File: config.mk
export PLATFORM = sky130hd
export DESIGN_NAME = pwm_ramp_scheduler
export DESIGN_NICKNAME = d
export VERILOG_FILES = /design/src/rtl/pwm_pkg.sv /design/src/rtl/pwm_slew_channel.sv /design/src/rtl/pwm_ramp_scheduler.sv
export SDC_FILE = /design/constraint.sdc
export NUM_CORES = 1
export LEC_CHECK = 0
export ABC_AREA = 1
export BUFFER_PORTS_ARGS = -buffer_cell sky130_fd_sc_hd__buf_2
export CORE_ASPECT_RATIO = 0.6
export CORE_UTILIZATION = 55
export CTS_CLUSTER_SIZE = 30
export DETAILED_ROUTE_END_ITERATION = 10
export PLACE_DENSITY = 0.72
export SLEW_MARGIN = 20
export SYNTH_ARGS = -nofsm -noshare
export SYNTH_HDL_FRONTEND = slang
export SYNTH_SLANG_ARGS = --single-unit
export TNS_END_PERCENT = 20
File: constraint.sdc
create_clock -name clk_12MHz -period 9.2 [get_ports clk_12MHz]
set_input_delay 1.84 -clock clk_12MHz [delete_from_list [all_inputs] [get_ports clk_12MHz]]
set_output_delay 1.84 -clock clk_12MHz [all_outputs]
set_load 0.01 [all_outputs]
File: src/rtl/pwm_pkg.sv
// Shared types and constants for the PWM ramp scheduler.
package pwm_pkg;

  typedef logic [7:0] pwm_width_t;

  typedef enum logic [1:0] {
    RUN     = 2'd0,
    PAUSED  = 2'd1,
    TIMEOUT = 2'd2
  } sched_state_t;

  localparam pwm_width_t PWM_NEUTRAL = 8'd127;

endpackage

File: src/rtl/pwm_slew_channel.sv
// One PWM channel: width register stepped toward its effective target once per frame.
// Build option PWM_RAMP_REVERSE_HOLD_EN parks the width at neutral on a direction reversal.
module pwm_slew_channel
  import pwm_pkg::*;
#(
  parameter int unsigned STEP_MAX = 8,
  parameter pwm_width_t  NEUTRAL  = PWM_NEUTRAL
`ifdef PWM_RAMP_REVERSE_HOLD_EN
  ,
  parameter int unsigned HOLD_FRAMES = 5
`endif
) (
  input  logic       clk_12MHz,
  input  logic       reset_n,
  input  logic       step,
  input  pwm_width_t eff,
  output pwm_width_t width
);

  localparam logic [9:0] StepMax = 10'(STEP_MAX);

  pwm_width_t        width_q;
  pwm_width_t        width_d;
  pwm_width_t        slew;
  logic signed [9:0] diff;
  logic        [9:0] mag;

  // When |diff| exceeds the step the +/- step cannot leave 0..255.
  always_comb begin
    diff = $signed({2'b00, eff}) - $signed({2'b00, width_q});
    mag  = diff[9] ? 10'(-diff) : 10'(diff);
    if (mag <= StepMax) begin
      slew = eff;
    end else if (diff[9]) begin
      slew = width_q - StepMax[7:0];
    end else begin
      slew = width_q + StepMax[7:0];
    end
  end

`ifdef PWM_RAMP_REVERSE_HOLD_EN
  localparam int unsigned HoldW = (HOLD_FRAMES > 0) ? $clog2(HOLD_FRAMES + 1) : 1;

  logic [HoldW-1:0] hold_q;
  logic [HoldW-1:0] hold_d;
  logic             crossing;

  always_comb begin
    crossing = ((width_q < NEUTRAL) && (slew > NEUTRAL)) ||
               ((width_q > NEUTRAL) && (slew < NEUTRAL));
    width_d  = width_q;
    hold_d   = hold_q;
    if (step) begin
      if (hold_q != '0) begin
        hold_d = hold_q - HoldW'(1);
      end else if (crossing) begin
        width_d = NEUTRAL;
        hold_d  = HoldW'(HOLD_FRAMES);
      end else begin
        width_d = slew;
      end
    end
  end

  always_ff @(posedge clk_12MHz or negedge reset_n) begin
    if (!reset_n) begin
      hold_q <= '0;
    end else begin
      hold_q <= hold_d;
    end
  end
`else
  always_comb begin
    width_d = step ? slew : width_q;
  end
`endif

  always_ff @(posedge clk_12MHz or negedge reset_n) begin
    if (!reset_n) begin
      width_q <= NEUTRAL;
    end else begin
      width_q <= width_d;
    end
  end

  assign width = width_q;

endmodule

File: src/rtl/pwm_ramp_scheduler.sv
// Frame-synchronous, slew-limited width sequencer for the left/right PWM generators.
// Build option PWM_RAMP_REVERSE_HOLD_EN enables the neutral hold on direction reversal.
module pwm_ramp_scheduler
  import pwm_pkg::*;
#(
  parameter int unsigned FRAME_CYCLES = 240000,
  parameter int unsigned STEP_MAX     = 8,
  parameter int unsigned WDOG_FRAMES  = 25,
  parameter pwm_width_t  NEUTRAL      = PWM_NEUTRAL
`ifdef PWM_RAMP_REVERSE_HOLD_EN
  ,
  parameter int unsigned HOLD_FRAMES  = 5
`endif
) (
  input  logic       clk_12MHz,
  input  logic       reset_n,
  input  logic [7:0] target_left,
  input  logic [7:0] target_right,
  input  logic       target_valid,
  input  logic       pause,
  output logic [7:0] width_left,
  output logic [7:0] width_right,
  output logic       frame_tick,
  output logic [1:0] state,
  output logic       at_target
);

  localparam int unsigned      CntW    = (FRAME_CYCLES > 1) ? $clog2(FRAME_CYCLES) : 1;
  localparam int unsigned      WdogW   = $clog2(WDOG_FRAMES + 1);
  localparam logic [CntW-1:0]  CntLast = CntW'(FRAME_CYCLES - 1);
  localparam logic [WdogW-1:0] WdogMax = WdogW'(WDOG_FRAMES);

  logic [CntW-1:0]  cnt_q;
  logic [CntW-1:0]  cnt_d;
  logic             boundary;
  logic             frame_tick_q;
  logic [WdogW-1:0] wdog_q;
  logic [WdogW-1:0] wdog_d;
  logic             wdog_expire;
  pwm_width_t       tgt_left_q;
  pwm_width_t       tgt_right_q;
  pwm_width_t       eff_left;
  pwm_width_t       eff_right;
  pwm_width_t       w_left;
  pwm_width_t       w_right;
  sched_state_t     state_q;
  sched_state_t     state_d;

  // A command on the boundary cycle wins over the increment, so no timeout that frame.
  always_comb begin
    boundary    = (cnt_q == CntLast);
    cnt_d       = boundary ? '0 : cnt_q + CntW'(1);
    wdog_d      = wdog_q;
    if (target_valid) begin
      wdog_d = '0;
    end else if (boundary && (wdog_q != WdogMax)) begin
      wdog_d = wdog_q + WdogW'(1);
    end
    wdog_expire = boundary && !target_valid && (wdog_q >= WdogMax - WdogW'(1));
  end

  always_comb begin
    state_d = state_q;
    if (pause) begin
      state_d = PAUSED;
    end else begin
      unique case (state_q)
        RUN:     if (wdog_expire) state_d = TIMEOUT;
        PAUSED:  state_d = TIMEOUT;
        TIMEOUT: if (target_valid) state_d = RUN;
        default: state_d = TIMEOUT;
      endcase
    end
  end

  always_ff @(posedge clk_12MHz or negedge reset_n) begin
    if (!reset_n) begin
      cnt_q        <= '0;
      frame_tick_q <= 1'b0;
      wdog_q       <= '0;
      state_q      <= TIMEOUT;
      tgt_left_q   <= NEUTRAL;
      tgt_right_q  <= NEUTRAL;
    end else begin
      cnt_q        <= cnt_d;
      frame_tick_q <= boundary;
      wdog_q       <= wdog_d;
      state_q      <= state_d;
      if (target_valid) begin
        tgt_left_q  <= target_left;
        tgt_right_q <= target_right;
      end
    end
  end

  assign eff_left  = (state_q == RUN) ? tgt_left_q : NEUTRAL;
  assign eff_right = (state_q == RUN) ? tgt_right_q : NEUTRAL;

  pwm_slew_channel #(
    .STEP_MAX    (STEP_MAX),
    .NEUTRAL     (NEUTRAL)
`ifdef PWM_RAMP_REVERSE_HOLD_EN
    ,
    .HOLD_FRAMES (HOLD_FRAMES)
`endif
  ) u_left (
    .clk_12MHz (clk_12MHz),
    .reset_n   (reset_n),
    .step      (boundary),
    .eff       (eff_left),
    .width     (w_left)
  );

  pwm_slew_channel #(
    .STEP_MAX    (STEP_MAX),
    .NEUTRAL     (NEUTRAL)
`ifdef PWM_RAMP_REVERSE_HOLD_EN
    ,
    .HOLD_FRAMES (HOLD_FRAMES)
`endif
  ) u_right (
    .clk_12MHz (clk_12MHz),
    .reset_n   (reset_n),
    .step      (boundary),
    .eff       (eff_right),
    .width     (w_right)
  );

  assign width_left  = w_left;
  assign width_right = w_right;
  assign frame_tick  = frame_tick_q;
  assign state       = state_q;
  assign at_target   = (w_left == eff_left) && (w_right == eff_right);

endmodule

### Word-level counts from Yosys, hierarchy flattened

Cells that the tools add are included.

| cells by class | value |
|---|---|
| reduce and logical (&&, ||, !) cells | 8 |
| add/sub/neg operators | 10 |
| equal/unequal tests | 7 |
| magnitude comparators | 3 |
| muxes and demuxes | 15 |

Operators by type and width:

| operator | count |
|---|---|
| $mux W8 | 6 |
| $le A10 B4 Y1 const B | 2 |
| $mux W10 | 2 |
| $neg A10 Y10 | 2 |
| $add A18 B1 Y18 const B | 1 |
| $eq A18 B18 Y1 const B | 1 |
| $mux W18 | 1 |
| $sub A8 B8 Y9 | 2 |
| $add A8 B4 Y8 const B | 2 |
| $eq A8 B8 Y1 | 2 |
| $sub A8 B4 Y8 const B | 2 |
| $mux W5 | 2 |
| $mux W2 | 3 |
| $ne A3 B3 Y1 const B | 2 |
| $add A5 B1 Y5 const B | 1 |
| $ge A5 B5 Y1 const B | 1 |
| $ne A5 B5 Y1 const B | 1 |
| $logic_and A1 B1 Y1 | 4 |
| $pmux W2 S2 | 1 |
| $eq A2 B2 Y1 const B | 1 |
| $logic_not A2 Y1 | 1 |
| $reduce_and A2 Y1 | 1 |
| $reduce_bool A2 Y1 | 1 |
| $logic_not A1 Y1 | 1 |

| word-level totals | value |
|---|---|
| register bits after elaboration | 58 |
| bits of input ports | 20 |

### Depth between registers and ports, before layout

Gate-level depths: netlist of run 1.

| depth | value |
|---|---|
| word-level depth | 7 |
| gate-level depth with buffers | 23 |

### Cells and area by module

From an unflattened synthesis of run 1, not the netlist that was laid out.

| second synthesis, totals | value |
|---|---|
| cells, all modules | 775 |
| area total of the unflattened synthesis | 5295.1 sq um |

Modules (own cells, without submodules):

| module | cells an instance | seq. area each (sq um) | times used | area an instance (sq um) |
|---|---|---|---|---|
| pwm_ramp_scheduler | 355 | 1069.8 | 1 | 2552.4 |
| pwm_slew_channel at u_right | 210 | 209.0 | 1 | 1403.8 |
| pwm_slew_channel at u_left | 210 | 209.0 | 1 | 1338.8 |

### Worst setup path before layout of run 1

Ideal clock, no wire load.

| timing path | value |
|---|---|
| kind | register to output |
| start | register state_q[0] (netlist: state[0]) |
| end | output at_target |
| cell stages (with the launch flop) | 11 |
| setup slack | 5.371 ns |
| data arrival time | 1.989 ns |
| data required time | 7.360 ns |
| cell sequence | dfrtp_1 nor2_1 inv_1 buf_1 nor2_1 inv_1 ha_1 nand2_1 nor2_2 nand2_1 nor3_1 |

| on the way | value |
|---|---|
| longest elaborated chain between the ends | 4 |
| elaborated cells between the ends (all ways) | 6 |

Ends and longest elaborated chain:

| item | RTL line | RTL |
|---|---|---|
| start: declaration | pwm_ramp_scheduler.sv:46 | `sched_state_t state_q;` |
| start signal: assignment | pwm_ramp_scheduler.sv:88 | `state_q <= state_d;` |
| $logic_not A2 Y1 * | pwm_ramp_scheduler.sv:96, pwm_ramp_scheduler.sv:97 |  |
| $mux W8, on equally long branches | pwm_ramp_scheduler.sv:96, pwm_ramp_scheduler.sv:97 |  |
| $eq A8 B8 Y1 | pwm_ramp_scheduler.sv:133 | `assign at_target = (w_left == eff_left) && (w_right == eff_right);` |
| $logic_and A1 B1 Y1 * | pwm_ramp_scheduler.sv:133 |  |
| end: declaration | pwm_ramp_scheduler.sv:25 | `output logic at_target` |

Every way passes the cells marked *; elsewhere a longest branch is shown, timed or not.

### Worst setup path in the final report of run 1

Same ends and word-level chain as after synthesis.

==> metrics.txt, run 1 <==
status=complete, no violations; Setup Skew=0.00684 ns; Final period util=0.475; Req. time, crit path=7.36 ns; most frequent cell after synthesis=nand2_1; final-report hold violation count=0; leading area contributor after synthesis=dfstp_2; Post-Synth Adder-Cell Area=0.101; Combinational Power Share=0.177; Post-CTS Setup Repair Bufs=0; die area=8130 um2; Mapped Area=4270 um2; Post-synth ARST share=1.00; Mapped Avg Cell Area=7.29 um2; placed instance area=4560 um2; Slew Limit Fails=0; hold slack final=0.464 ns; met1 WL=5120 um; Yosys Warn Count=0; Clock Power Share=0.433; RSZ-0062 raised after global routing=no; WS Path Type=reg -> out; # fillers=661; post-synthesis compound-gate area fraction=0.0777; Global Route Usage Sum=0.287; sequential power share=0.390; CP arrival=2.53 ns; hpwl dp=7880 um; CTS root buf=clkbuf_16; crit path max-delay cell type=dfrtp_1; initial DRC count=288; initial core utilization=0.578; CP Launch Type=flop; num ports=40; overall die width=116 um; Inst Count DP=721; ANT nets after route=0; Max Cap Viol=0; multi-input logic area=2400 um2; non-filler instance count after layout=737; first drt pass iteration count=5; Die H=70.2 um; Leak=2.37 nW; first-pass GRT wire length=17700 um; Synth Flop Type=dfstp_2; wire length on met3=720 um; Switching Share=0.273; GP Congestion=0.882; Post-synth EDFFs=0; cts bufs inserted=9; setup TNS=0 ns; global route overflow=0; vias in the first global route=3717; worst-path fanout max=15; Syn-to-layout area delta=13.3%; setup violators final=0; Synth top cells by count=nand2_1, inv_1, nand3_1; CTS clk-pin slew, worst paths=0.05 ns; row cnt=24; mux share of post-synthesis cell area=0; PortBufs=39; H-tree lvl count=3; drt via density=5.29; post-synth cell types=42; fin area=4830 um2; Post-Syn Instances=585; Slew @ Worst Pin=0.720 ns; WL met2=4340 um; P_sw=0.000190 W; CTS tree=yes; area share of and/or/nand/nor cells after synthesis=0.341; total power=0.000697 W; IR Drop Worst-Case VDD=0.000136 V; DRC Markers=0; XOR/XNOR share of the synthesized area=0.0428; #FFs+latches synth=58; register cell area after layout=1490 um2; Post-Synthesis Net Count=637; n_diodes=0; power density over the cells=144 nW/um2; core area=7390 um2; largest family of logic cells by synthesized area=simple AND/OR/NAND/NOR gates; CP Cell Sequence=nor2_1 > inv_1 > nor2_1 > inv_1 > ha_1 > nand2_1 > nor2_2 > nand2_1 > nor3_1 > buf_2; top sig layer=met4; Critical Path Max Stage Delay=0.39 ns; hold buffer count at cts=0; largest net degree at the start of global routing=59; top cell type's share of synthesized area=0.179; CP endpoint kind=output port; Longest Clk Path Bufs=2; worst skew pair latency=0.33 ns; Post-Route WL=10200 um; sequential fraction of the synthesis area=0.349; routed via count=3900; # clock sinks=58; Nets=680; number of antenna violations at the first check in global routing=0; share of layout cells above drive strength 1=0.172; WL/cell=13.9 um; Post-CTS Resized=0; Hold Crit Class=reg -> reg; synth top area cells=dfstp_2, dfrtp_1, nand2_1; f_max=229 MHz; min Tclk post-route=4.37 ns; Int Pwr=0.000506 W; slew margin rel.=0.520
==> cells by family after synthesis <==
| group | count (synthesis) |
|---|---|
| flops | 58 |
| simple gates | 321 |
| fa+ha+maj | 32 |
| compound gates | 56 |
| buf+inv | 98 |
| xor+xnor | 20 |
==> worst max-delay path: cells and delay by family (launching register included) <==
kind | cells | cell delay (ns)
flip-flops | 1 | 0.39
buffers and inverters | 3 | 0.48
adder cells (fa/ha/maj) | 1 | 0.36
AND/OR/NAND/NOR | 6 | 0.98
==> metal layers <==
layer  track usage  up-vias
li1              -     1957
met1         0.409     1807
met2         0.435      127
met3        0.0816        9
met4        0.0584        0
met5             0        -
==> power by group through the flow <==
stage	clock (W)	sequential (W)	combinational (W)
after floorplan	0	0.000273	0.0000937
after detailed placement	0	0.000275	0.000123
final	0.000302	0.000271	0.000124
after CTS	0.000307	0.000271	0.000123
after global placement	0	0.000275	0.000119
after global routing	0.000320	0.000272	0.000142
==> stage by stage <==
stage / setup slack, ns / utilization
after CTS: 4.80 / 0.654
after global routing: 4.52 / 0.654
after global placement: 5.25 / 0.617
after floorplan: 5.37 / -
after detailed placement: 5.17 / 0.617
final: 4.83 / 0.654
==> final cells by class <==
class                           count  area share
Sequential cell                    58       0.308
Clock buffer                       16      0.0562
Inverter                           90      0.0704
Tap cell                          104      0.0269
Timing Repair Buffer               40      0.0419
Multi-Input combinational cell    429       0.497
==> worst paths after layout <==
check / from / depth (start not counted) / endpoint / slack (ns)
min in group asynchronous: reset_n / 2 / wdog_q[3]$_DFFE_PN0P_ / 1.65
worst max register to register: state[0]$_DFFE_PN0P_ / 16 / u_left.width[7]$_DFFE_PN0P_ / 5.77
max in group asynchronous: reset_n / 2 / cnt_q[2]$_DFF_PN0_ / 7.07
worst min register to register: cnt_q[0]$_DFF_PN0_ / 1 / cnt_q[0]$_DFF_PN0_ / 0.46
worst min-delay path: cnt_q[0]$_DFF_PN0_ / 1 / cnt_q[0]$_DFF_PN0_ / 0.46
worst max-delay path: state[0]$_DFFE_PN0P_ / 10 / at_target / 4.83
==> flip-flops by register name, indices dropped and copies added (netlist names) <==
signal,count
cnt_q,18
frame_tick,1
state,2
tgt_left_q,8
tgt_right_q,8
u_left.width,8
u_right.width,8
wdog_q,5
==> cells in the final DEF, fill, tap and decap left out, types with 3 or more instances in the layout <==
cell / synthesis / routed
or2_1: 3 / 3
nand2_2: 6 / 6
dfstp_2: 29 / 29
clkbuf_1: 4 / 5
nor2_2: 3 / 3
o21ai_0: 13 / 13
o21bai_1: 3 / 3
inv_1: 86 / 86
clkbuf_16: 0 / 9
nor3_1: 10 / 10
nand3_1: 46 / 46
xor2_1: 10 / 10
xnor2_1: 9 / 9
a21oi_1: 24 / 24
nor2_1: 41 / 41
nor2_4: 4 / 4
ha_1: 28 / 28
o21ai_1: 7 / 7
nand2_1: 177 / 177
dfrtp_1: 29 / 29
nor4_1: 4 / 4
nand4_1: 16 / 16
buf_2: 1 / 39
fa_1: 4 / 4
nand3_2: 3 / 3
(Power assumes the default switching activity.)
==> run 2: changes to the inputs <==
- clock period: 9.2 -> 4.1 ns (I/O delays scaled with it)
==> metrics.txt, run 2 (same netlist as run 1, synthesis figures left out) <==
H-tree lvl count=3; number of antenna violations at the first check in global routing=0; global route overflow=0; Final Util=0.663; Place WS=0.713 ns; Post-Route WL=10000 um; RSZ-0062 raised after global routing=no; core area=7390 um2; num ports=40; Leak=2.40 nW; PortBufs=39; worst skew pair latency=0.32 ns; worst-path fanout max=15; routed via count=3874; # clock sinks=58; Hold EP=cnt_q[0]$_DFF_PN0_; n_diodes=0; Hold Crit Class=reg -> reg; row cnt=24; min Tclk post-route=3.47 ns; hold buffer count at cts=0; share of layout cells above drive strength 1=0.180; final-report hold violation count=0; setup violators final=0; CP endpoint kind=flop; Hold Crit Depth=1; GP Congestion=0.872; DRC Markers=0; Die H=70.2 um; Post-CTS Resized=0; Req. time, crit path=4.32 ns; Nets=680; Post-CTS Setup Repair Bufs=0; Setup Skew=0.00521 ns; commonest non-fill, non-tap cell in the layout=nand2_1; vias in the first global route=3748; hold path startpoint=cnt_q[0]$_DFF_PN0_; Inst Count DP=721; Syn-to-layout area delta=14.8%; Max Cap Viol=0; Slew @ Worst Pin=0.812 ns; Reg2Reg Depth=17; IR Drop Worst-Case VDD=0.000302 V; WL/cell=13.6 um; most frequent cells in the layout=nand2_1, inv_1, nand3_1; largest register by flop count=cnt_q; status=complete, no violations; Setup WS post-layout=0.635 ns; Longest Clk Path Bufs=2; non-filler instance count after layout=737; overall die width=116 um; first-pass GRT wire length=17100 um; max reg flops=18; largest net degree at the start of global routing=39; worst r2r dst=u_left.width[7]$_DFFE_PN0P_; Final period util=0.845; ANT nets after route=0; CP Launch Type=flop; cts bufs inserted=9; CP arrival=3.68 ns; Global Route Usage Sum=0.272; drt via density=5.26; hpwl dp=7750 um; initial core utilization=0.578; initial DRC count=211; reg2reg setup slack=0.63 ns; power density over the cells=352 nW/um2; reg-to-reg startpoint=state[1]$_DFFE_PN1P_; first drt pass iteration count=5; CTS clk-pin slew, worst paths=0.05 ns; WS Path Type=reg -> reg; CTS tree=yes; CTS root buf=clkbuf_16; setup TNS=0 ns; slew margin rel.=0.458; Slew Limit Fails=0; f_max=289 MHz; die area=8130 um2
==> run 2: changes by cell type in the layout (fill, tap and decap cells not counted) <==
| cell | delta |
|---|---|
| bufinv_16 | +2 |
| clkbuf_1 | -5 |
| clkbuf_8 | +1 |
| clkinv_2 | +1 |
| clkinvlp_4 | +1 |
==> run 2: worst max path at each step <==
stage	startpoint	to	slack, ns	cells after the start
6_report	state[1]$_DFFE_PN1P_	u_left.width[7]$_DFFE_PN0P_	0.63	17
3_3_place_gp	state[1]$_DFFE_PN1P_	u_right.width[7]$_DFFE_PN0P_	0.84	19
2_1_floorplan	state[1]$_DFFE_PN1P_	u_right.width[7]$_DFFE_PN0P_	0.88	20
4_1_cts	state[1]$_DFFE_PN1P_	u_left.width[7]$_DFFE_PN0P_	0.67	17
3_5_place_dp	state[1]$_DFFE_PN1P_	u_left.width[1]$_DFFE_PN1P_	0.71	18
5_1_grt	state[1]$_DFFE_PN1P_	u_left.width[1]$_DFFE_PN1P_	0.35	18
==> run 2: through the flow <==
step | area, um2 | total power, W | hold slack [ns]
detailed placement | 4560 | 0.000894 | 0.455
CTS | 4900 | 0.00174 | 0.463
finish | 4900 | 0.00173 | 0.461
global placement | 4560 | 0.000886 | 0.446
floorplan | 4270 | 0.000824 | 0.433
global route | 4900 | 0.00180 | 0.487
==> run 2: final cells by class <==
type | count | area [um2]
clock inverter | 4 | 72.6
timing repair buffer | 40 | 203
multi-input combinational | 429 | 2400
inverter | 90 | 340
clock buffer | 12 | 267
sequential | 58 | 1490
tap | 104 | 130
fill | 655 | 2490
==> run 2: report_power, final <==
part / switching, W / internal [W] / total (W)
Clock: 0.000257 / 0.000580 / 0.000837
Combinational: 0.000186 / 0.0000950 / 0.000281
Sequential: 0.00000830 / 0.000599 / 0.000607
Total: 0.000451 / 0.00127 / 0.00173
==> run 2: metal layers <==
metal | vias to the layer above | wire [um] | global-route usage
met1 | 1808 | 5060 | 0.386
met2 | 98 | 4420 | 0.428
met3 | 14 | 451 | 0.0521
met5 | - | 0 | 0
met4 | 0 | 119 | 0.0627
li1 | 1954 | - | -
==> run 2: worst max-delay path, cell delays in order (launching register included) <==
cell and delay [ns]:
dfstp_2 0.53, nor2_1 0.06, inv_1 0.37, nor2_1 0.13, ha_1 0.24, fa_1 0.40
inv_1 0.09, nand3_1 0.11, nand2_2 0.13, a21oi_4 0.11, ha_1 0.36, a21oi_1 0.16
nand2_1 0.09, xor2_1 0.20, xor2_1 0.17, nand2_1 0.07, nand3_1 0.09, nand2_1 0.05
==> run 3: changes to the inputs <==
- ABC_AREA: 1 -> 0
- clock period: 4.1 -> 3.5 ns (I/O delays scaled with it)
==> metrics.txt, run 3 <==
status=finished, violations left; violated checks=negative setup slack; most frequent cell after synthesis=nor2_1; core area=6940 um2; Post-synth ARST share=1.00; Req. time, crit path=3.76 ns; Place WS=-0.0998 ns; P_sw=0.000553 W; leading area contributor after synthesis=dfstp_2; sequential fraction of the synthesis area=0.362; largest net degree at the start of global routing=29; Switching Share=0.284; CTS clk-pin slew, worst paths=0.05 ns; vias in the first global route=3452; Longest Clk Path Bufs=2; #FFs+latches synth=58; Post-Route WL=11100 um; H-tree lvl count=3; drt via density=5.95; Post-synth EDFFs=0; n_diodes=0; Die H=69.0 um; Synth Flop Type=dfstp_2; final-report hold violation count=0; DRC Markers=0; largest register by flop count=cnt_q; GP Congestion=0.924; Setup Skew=0.00509 ns; max reg flops=18; WL/cell=17.9 um; most frequent cells in the layout=buf_4, buf_2, nor2_1; fin area=5260 um2; Leak=2.25 nW; Global Route Usage Sum=0.297; first drt pass iteration count=5; # fillers=486; Clock Power Share=0.416; hold slack final=0.254 ns; die area=7840 um2; Slew Limit Fails=0; ANT nets after route=0; CP arrival=3.85 ns; commonest non-fill, non-tap cell in the layout=buf_4; setup TNS=-0.271 ns; Mapped Area=4110 um2; Int Pwr=0.00139 W; CP endpoint kind=flop; Critical Path Max Stage Delay=0.56 ns; Synth top cells by count=nor2_1, dfrtp_1, dfstp_2; crit path max-delay cell type=dfstp_2; kind of cell adding the most delay to the critical path=compound AO/OA/AOI/OAI gates; RSZ-0062 raised after global routing=yes; share of layout cells above drive strength 1=0.378; routed via count=3685; first-pass GRT wire length=17300 um; Syn-to-layout area delta=28.0%; CP Launch Type=flop; cts bufs inserted=9; Final period util=1.03; hpwl dp=8020 um; overall die width=114 um; WS Path Type=reg -> reg; slew margin rel.=0.640; CTS root buf=clkbuf_16; Setup WS post-layout=-0.0951 ns; setup violators final=7; Yosys Warn Count=0; worst skew pair latency=0.33 ns; number of antenna violations at the first check in global routing=1; initial core utilization=0.593; power density over the cells=370 nW/um2; min Tclk post-route=3.60 ns; Nets=566; initial DRC count=239; Crit path buffers/inverters=0; post-synth cell types=58; row cnt=23; Hold Crit Class=in -> async; synth top area cells=dfstp_2, dfrtp_1, ha_1; Post-Synthesis Net Count=482; top cell type's share of synthesized area=0.185; worst-path fanout max=5; # clock sinks=58; Max Cap Viol=0; IR Drop Worst-Case VDD=0.000274 V; Combinational Power Share=0.214; CP Cell Sequence=or2_4 > nor2_4 > ha_4 > fa_2 > nand2b_4 > a21o_1 > xnor2_2 > or4_1 > a211o_1 > a211o_4 > or3_1 > a32o_1; f_max=278 MHz; CTS tree=yes; Slew @ Worst Pin=0.537 ns; Post-Syn Instances=430; global route overflow=0; PortBufs=39; Mapped Avg Cell Area=9.56 um2; placed instance area=4760 um2; sequential power share=0.370; num ports=40
[run 3: changes by cell type after synthesis, moves of 8 or more]
cell     delta
inv_1      -58
a21oi_1     -8
nor2_1      -8
mux2_2     +18
nand4_1    -12
or3_1      +18
xnor2_1     +9
nand3_1    -30
a21o_1      +8
nand2_1   -159
[run 3: repair_timing]
action / in CTS / in global routing
hold buffers: 0 / 0
hold endpoints to repair: 0 / 0
pin swaps: 0 / 6
endpoints found under the setup margin: 12 / 15
gates resized for setup: 15 / 22
setup buffers: 1 / 2
gates cloned: 1 / 0
[run 3: path summary, 6_finish.rpt]
path / slack, ns / from / to / cells past startpoint
worst max-delay path: -0.1 / state[1]$_DFFE_PN1P_ / u_right.width[4]$_DFFE_PN1P_ / 12
worst min register to register: 0.47 / cnt_q[6]$_DFF_PN0_ / cnt_q[6]$_DFF_PN0_ / 1
worst max register to register: -0.1 / state[1]$_DFFE_PN1P_ / u_right.width[4]$_DFFE_PN1P_ / 12
min in group clk_12MHz: 0.47 / cnt_q[6]$_DFF_PN0_ / cnt_q[6]$_DFF_PN0_ / 1
max in group asynchronous: 2.54 / reset_n / u_right.width[5]$_DFFE_PN1P_ / 2
worst min-delay path: 0.25 / reset_n / cnt_q[4]$_DFF_PN0_ / 1
[run 3: power groups by stage]
stage	logic, W	registers [W]	clock network (W)
after floorplan	0.000230	0.000722	0
after global placement	0.000357	0.000727	0
after detailed placement	0.000365	0.000727	0
after CTS	0.000389	0.000718	0.000824
after global routing	0.000451	0.000720	0.000850
final	0.000417	0.000719	0.000809
[run 3: cells by family after synthesis]
| group | synth area share |
|---|---|
| DFF | 0.362 |
| muxes | 0.0615 |
| xor gates and xnor gates | 0.0843 |
| AOI/OAI and AO/OA | 0.156 |
| buffers and inverters | 0.0383 |
| and+or+nand+nor | 0.193 |
| adders and majority gates | 0.105 |
[run 3: routing by layer]
metal,share of wire,global-route usage,vias up
li1,-,-,1736
met1,0.48,0.417,1805
met2,0.44,0.448,128
met3,0.070,0.0813,14
met4,0.0082,0.0905,2
met5,0.00090,0,-
[run 3: final cells by class]
class                      instances  area (um2)  area share
clock buffer                      10         239      0.0454
multi-input combinational        333        2730       0.519
sequential                        58        1490       0.283
tap                              100         125      0.0238
clock inverter                     6        41.3     0.00785
inverter                          28         108      0.0204
timing repair buffer              84         533       0.101
[run 3: stage by stage]
stage | power [W] | std cells | util
final | 0.00194 | 619 | 0.759
after global routing | 0.00202 | 619 | 0.759
after CTS | 0.00193 | 617 | 0.740
after detailed placement | 0.00109 | 599 | 0.686
after global placement | 0.00108 | 599 | 0.686
after floorplan | 0.000952 | 430 | -
